<file path="src/rtl/aes_round_ctrl.sv">
// Sequencing controller for an iterative AES-128 datapath.
// Drives key-expansion word indices, round indices and round-type strobes,
// and hands finished blocks to the consumer over a valid/ready handshake.
// No key or state data lives here; the datapath captures data on the strobes.
module aes_round_ctrl #(
   parameter int NR = 10
) (
   input  logic       clk,
   input  logic       rst,
   input  logic       key_valid,
   output logic       key_ready,
   input  logic       blk_valid,
   output logic       blk_ready,
   output logic       out_valid,
   input  logic       out_ready,
   output logic       key_load,
   output logic       kexp_en,
   output logic [5:0] kexp_idx,
   output logic       st_load,
   output logic       rnd_en,
   output logic [3:0] rnd_idx,
   output logic       rnd_final,
   output logic       key_ok,
   output logic       busy
);

   localparam int         KW      = 4 * (NR + 1);
   localparam logic [5:0] W_FIRST = 6'd4;
   localparam logic [5:0] W_LAST  = 6'(KW - 1);
   localparam logic [3:0] R_FIRST = 4'd1;
   localparam logic [3:0] R_LAST  = 4'(NR);

   typedef enum logic [2:0] {
      S_NOKEY,
      S_KEXP,
      S_KEYED,
      S_ROUND,
      S_DONE
   } state_t;

   state_t     r_state, w_state_nxt;
   logic [5:0] r_widx,  w_widx_nxt;
   logic [3:0] r_ridx,  w_ridx_nxt;
   logic       w_key_acc;
   logic       w_blk_acc;

   // Handshake acceptance: a key always wins over a pending block in KEYED.
   always_comb begin
      w_key_acc = ((r_state == S_NOKEY) || (r_state == S_KEYED)) && key_valid;
      w_blk_acc = (r_state == S_KEYED) && !key_valid && blk_valid;
   end

   // State register and counters; synchronous reset aborts any operation.
   always_ff @(posedge clk) begin
      // NOTE: reset is sampled on the clock edge here, so it lives inside the
      // clocked branch rather than in the sensitivity list.
      if (rst) begin
         r_state <= S_NOKEY;
         r_widx  <= '0;
         r_ridx  <= '0;
      end else begin
         // NOTE: non-blocking assignments so every register updates from the
         // values of the previous cycle, independent of statement order.
         r_state <= w_state_nxt;
         r_widx  <= w_widx_nxt;
         r_ridx  <= w_ridx_nxt;
      end
   end

   // Next-state and counter update; counters are cleared when leaving KEXP/ROUND.
   always_comb begin
      // NOTE: hold values assigned first so no path leaves a variable
      // unassigned, which would otherwise infer a latch.
      w_state_nxt = r_state;
      w_widx_nxt  = r_widx;
      w_ridx_nxt  = r_ridx;
      unique case (r_state)
         S_NOKEY: begin
            if (w_key_acc) begin
               w_state_nxt = S_KEXP;
               w_widx_nxt  = W_FIRST;
            end
         end
         S_KEXP: begin
            if (r_widx == W_LAST) begin
               w_state_nxt = S_KEYED;
               w_widx_nxt  = '0;
            end else begin
               w_widx_nxt  = r_widx + 6'd1;
            end
         end
         S_KEYED: begin
            if (w_key_acc) begin
               w_state_nxt = S_KEXP;
               w_widx_nxt  = W_FIRST;
            end else if (w_blk_acc) begin
               w_state_nxt = S_ROUND;
               w_ridx_nxt  = R_FIRST;
            end
         end
         S_ROUND: begin
            if (r_ridx == R_LAST) begin
               w_state_nxt = S_DONE;
               w_ridx_nxt  = '0;
            end else begin
               w_ridx_nxt  = r_ridx + 4'd1;
            end
         end
         S_DONE: begin
            if (out_ready) begin
               w_state_nxt = S_KEYED;
            end
         end
         default: begin
            w_state_nxt = S_NOKEY;
            w_widx_nxt  = '0;
            w_ridx_nxt  = '0;
         end
      endcase
   end

   // Output decode; everything is forced low while reset is asserted.
   always_comb begin
      key_ready = 1'b0;
      blk_ready = 1'b0;
      out_valid = 1'b0;
      key_load  = 1'b0;
      kexp_en   = 1'b0;
      kexp_idx  = '0;
      st_load   = 1'b0;
      rnd_en    = 1'b0;
      rnd_idx   = '0;
      rnd_final = 1'b0;
      key_ok    = 1'b0;
      busy      = 1'b0;
      if (!rst) begin
         key_ready = (r_state == S_NOKEY) || (r_state == S_KEYED);
         blk_ready = (r_state == S_KEYED) && !key_valid;
         out_valid = (r_state == S_DONE);
         key_load  = w_key_acc;
         st_load   = w_blk_acc;
         kexp_en   = (r_state == S_KEXP);
         kexp_idx  = kexp_en ? r_widx : 6'd0;
         rnd_en    = (r_state == S_ROUND);
         rnd_idx   = rnd_en ? r_ridx : 4'd0;
         rnd_final = rnd_en && (r_ridx == R_LAST);
         key_ok    = (r_state == S_KEYED) || (r_state == S_ROUND) ||
                     (r_state == S_DONE);
         busy      = (r_state == S_KEXP) || (r_state == S_ROUND) ||
                     (r_state == S_DONE);
      end
   end

endmodule
</file>
<file path="config.mk">
export PLATFORM = sky130hd
export DESIGN_NAME = aes_round_ctrl
export DESIGN_NICKNAME = d
export VERILOG_FILES = /design/src/rtl/aes_round_ctrl.sv
export SDC_FILE = /design/constraint.sdc
export NUM_CORES = 1
export LEC_CHECK = 0
export ABC_CLOCK_PERIOD_IN_PS = 1600
export CAP_MARGIN = 10
export CORE_AREA = 2 2 55 47
export DETAILED_ROUTE_END_ITERATION = 8
export DIE_AREA = 0 0 57 49
export PLACE_DENSITY = 0.73
export SLEW_MARGIN = 20
export SYNTH_ARGS = -nofsm -noshare
export SYNTH_HDL_FRONTEND = slang
export SYNTH_SLANG_ARGS = --single-unit
</file>
<file path="constraint.sdc">
create_clock -name clk -period 1.6 [get_ports clk]
set_input_delay 0.32 -clock clk [delete_from_list [all_inputs] [get_ports clk]]
set_output_delay 0.32 -clock clk [all_outputs]
set_load 0.01 [all_outputs]
</file>
==> impl_metrics.env <==
export IMPL_netlist_area_um2=890.9
export IMPL_die_w_um=57
export IMPL_postPlaceCellArea_um2=1370
export IMPL_max_vdd_ir_drop_v=0.0003570
export IMPL_hold_path_class="reg -> reg"
export IMPL_syn_to_final_growth_pct=76.97
export IMPL_drt_total_wl_um=2869
export IMPL_overflow=0
export IMPL_relSlewSlack_pct=78.01
export IMPL_internal_power_mw=0.5207
export IMPL_pwr_density_cell_nw_per_um2=455.2
export IMPL_ys_seq_elements=13
export IMPL_gp_congestion=0.7825
export IMPL_drv_cap=0
export IMPL_ctsHtreeMaxLevel=1
export IMPL_vias=1110
export IMPL_timing_hold_ws_ns=0.5026
export IMPL_synth_fp_nets=123
export IMPL_ant_nets=0
export IMPL_switchingPower_mw=0.1968
export IMPL_die_y_um=49
export IMPL_grt_max_degree=12
export IMPL_final_hold_viol_count=0
export IMPL_groute_usage_overall_pct=21.64
export IMPL_combinationalPowerShare_pct=23.7
export IMPL_vias_per_cell=5.337
export IMPL_clock_path_buffers=2
export IMPL_port_buffers=24
export IMPL_post_route_cell_area_um2=1577
export IMPL_ys_seq_area_share_pct=29.21
export IMPL_floorplan_initialDensity_pct=39.04
export IMPL_ios=25
export IMPL_hpwl_um=1977
export IMPL_cts_sinks=13
export IMPL_postCtsHoldBufs=0
export IMPL_final_util_pct=69.08
export IMPL_rsz0062_at_grt="yes"
export IMPL_worstSkewPairLatency_ns=0.28
export IMPL_drc=0
export IMPL_setup_worst_path_start_class="register"
export IMPL_setup_tns_ns=-2.928
export IMPL_total_power_mw=0.7176
export IMPL_grt_pass1_wl_um=4899
export IMPL_leakagePower_nw=0.6974
export IMPL_synth_distinct_cells=37
export IMPL_required_ns=1.28
export IMPL_cts_tree="built"
export IMPL_nNetsFinal=188
export IMPL_cp_max_fo=5
export IMPL_sw_frac_of_total_pct=27.43
export IMPL_setup_viol=22
export IMPL_fillers=187
export IMPL_pwr_share_clk_pct=29.4
export IMPL_rows=16
export IMPL_fmax_mhz=541.8
export IMPL_failed_checks="setup timing"
export IMPL_status="complete, but fails checks"
export IMPL_drive_gt1_share_pct=53.59
export IMPL_antenna_found_initial=0
export IMPL_seqPwrFrac_pct=46.8
export IMPL_root_buffer="clkbuf_4"
export IMPL_critPathKind="reg -> out"
export IMPL_worst_slew_pin_slew_ns=0.3216
export IMPL_first_pass_iters=4
export IMPL_wl_per_cell_um=13.79
export IMPL_setup_slack_ns=-0.2457
export IMPL_avgSynthCellArea_um2=7.614
export IMPL_fp_coreArea_um2=2282
export IMPL_ys_warn_count=0
export IMPL_clock_skew_final_ns=0.0006351
export IMPL_die_area_um2=2793
export IMPL_fin_crit_ns=1.846
export IMPL_clkTransAtPathRegs_ns=0.08
export IMPL_grt_pass1_vias=1114
export IMPL_crit_arrival_ns=1.53
export IMPL_finalMaxSlewViolations=0
export IMPL_cts_made_buffers=3
export IMPL_synthCells=117
export IMPL_diodes=0
export IMPL_fin_crit_sh_pct=115.4
export IMPL_end_kind="output port"
export IMPL_dr_first_iter_drc_count=41
-- final timing paths --
kind / start / to / slack (ns) / cells past startpoint
setup / recovery: r_state[2] / kexp_idx[4] / -0.25 / 6
hold / removal: r_state[0] / r_state[0] / 0.50 / 1
setup reg to reg: r_state[2] / r_widx[5] / -0.09 / 6
hold reg to reg: r_state[0] / r_state[0] / 0.50 / 1
-- worst max-delay path, cell delays in order (launching register included) --
cell	delay, ns
dfxtp_2	0.34
buf_6	0.13
nor4b_4	0.26
buf_4	0.17
buf_6	0.11
and2_4	0.14
buf_6	0.10
-- power groups by stage --
stage | registers (mW) | logic (mW) | clock network [mW]
final | 0.336 | 0.170 | 0.211
after floorplan | 0.346 | 0.0531 | 0
after global routing | 0.338 | 0.182 | 0.234
after global placement | 0.345 | 0.131 | 0
after CTS | 0.336 | 0.158 | 0.214
after detailed placement | 0.345 | 0.133 | 0
-- placed cells by master (no fill, tap or decap), types with 2 or more instances in the layout --
master | Yosys | routed
buf_4 | 0 | 33
buf_6 | 1 | 19
nand2_1 | 10 | 10
and2_4 | 0 | 9
dfxtp_1 | 13 | 9
nor2_1 | 10 | 8
buf_2 | 0 | 8
o21ai_0 | 10 | 7
a21oi_1 | 10 | 6
inv_1 | 6 | 5
a21oi_2 | 0 | 4
nand2b_1 | 5 | 4
nand3_1 | 4 | 4
and2_1 | 12 | 3
o21ai_1 | 0 | 3
clkbuf_4 | 0 | 3
nor3_2 | 0 | 2
nor2_2 | 0 | 2
or3_1 | 3 | 2
a211oi_1 | 2 | 2
a21o_1 | 2 | 2
a22oi_1 | 2 | 2
clkdlybuf4s50_1 | 0 | 2
dlygate4sd2_1 | 0 | 2
dfxtp_4 | 0 | 2
dfxtp_2 | 0 | 2
-- per-layer routing --
metal | GRT usage (%) | wire, µm | share of wire [%] | vias to the layer above
li1 | - | - | - | 545
met1 | 25.85 | 1196 | 42 | 528
met2 | 38.31 | 1518 | 53 | 31
met3 | 5.570 | 123 | 4.3 | 6
met4 | 5.426 | 30 | 1.0 | 0
met5 | 0 | 0 | 0 | -
-- area by class of cell --
cell class                      instances  area, µm²  share of cell area [%]
Sequential cell                        13      270.3                   17.14
Clock buffer                            4      26.28                   1.667
Multi-Input combinational cell         94      684.4                   43.41
Timing Repair Buffer                   64      539.3                   34.21
Tap cell                               27      33.78                   2.143
Inverter                                6      22.52                   1.429
-- state kept, by name, summed over array words and instances, names as in the netlist --
signal,count
r_widx,6
r_ridx,4
r_state,3
-- through the flow --
step           instances  worst slack, ns
4_1_cts              206          -0.2423
5_1_grt              208          -0.2962
3_3_place_gp         194          -0.5999
3_5_place_dp         194          -0.6408
2_1_floorplan        117          0.01235
6_report             208          -0.2457
-- repair_timing --
action                                  4_1_cts  5_1_grt
endpoints found under the setup margin       23       24
resized for setup                           118       19
setup buffers                                 9        2
pin swaps                                    18        3
-- Yosys cell counts, drive strengths merged --
| master | instances | share of area (%) |
|---|---|---|
| a2111oi | 1 | 0.98 |
| a211oi | 2 | 1.7 |
| a21o | 2 | 1.7 |
| a21oi | 10 | 5.6 |
| a221oi | 1 | 0.98 |
| a22o | 2 | 2.9 |
| a22oi | 2 | 1.7 |
| a31o | 1 | 0.98 |
| a32o | 1 | 1.1 |
| a32oi | 1 | 0.98 |
| and2 | 12 | 8.4 |
| and2b | 1 | 1.1 |
| and3b | 1 | 0.98 |
| and4bb | 1 | 1.4 |
| buf | 1 | 1.3 |
| clkbuf | 3 | 1.3 |
| dfxtp | 13 | 29 |
| ha | 1 | 1.4 |
| inv | 6 | 2.5 |
| mux2i | 1 | 1.1 |
| nand2 | 10 | 4.2 |
| nand2b | 5 | 3.5 |
| nand3 | 4 | 2.2 |
| nand3b | 1 | 0.84 |
| nor2 | 10 | 4.2 |
| nor3 | 3 | 1.7 |
| nor3b | 1 | 0.84 |
| nor4b | 1 | 1.7 |
| o21ai | 10 | 5.6 |
| o31a | 1 | 0.98 |
| o31ai | 1 | 0.84 |
| or3 | 3 | 2.1 |
| or3b | 1 | 0.98 |
| or4 | 1 | 0.84 |
| xnor2 | 1 | 0.98 |
| xor2 | 1 | 0.98 |
-- kinds of logic after synthesis --
family,count (synthesis),share of synthesized area [%]
AOI/OAI and AO/OA,35,26.12
xor gates and xnor gates,2,1.967
adders and majority gates,1,1.404
buffers and inverters,10,5.056
DFF,13,29.21
muxes,1,1.124
and+or+nand+nor,55,35.11
(Power assumes the default switching activity.)
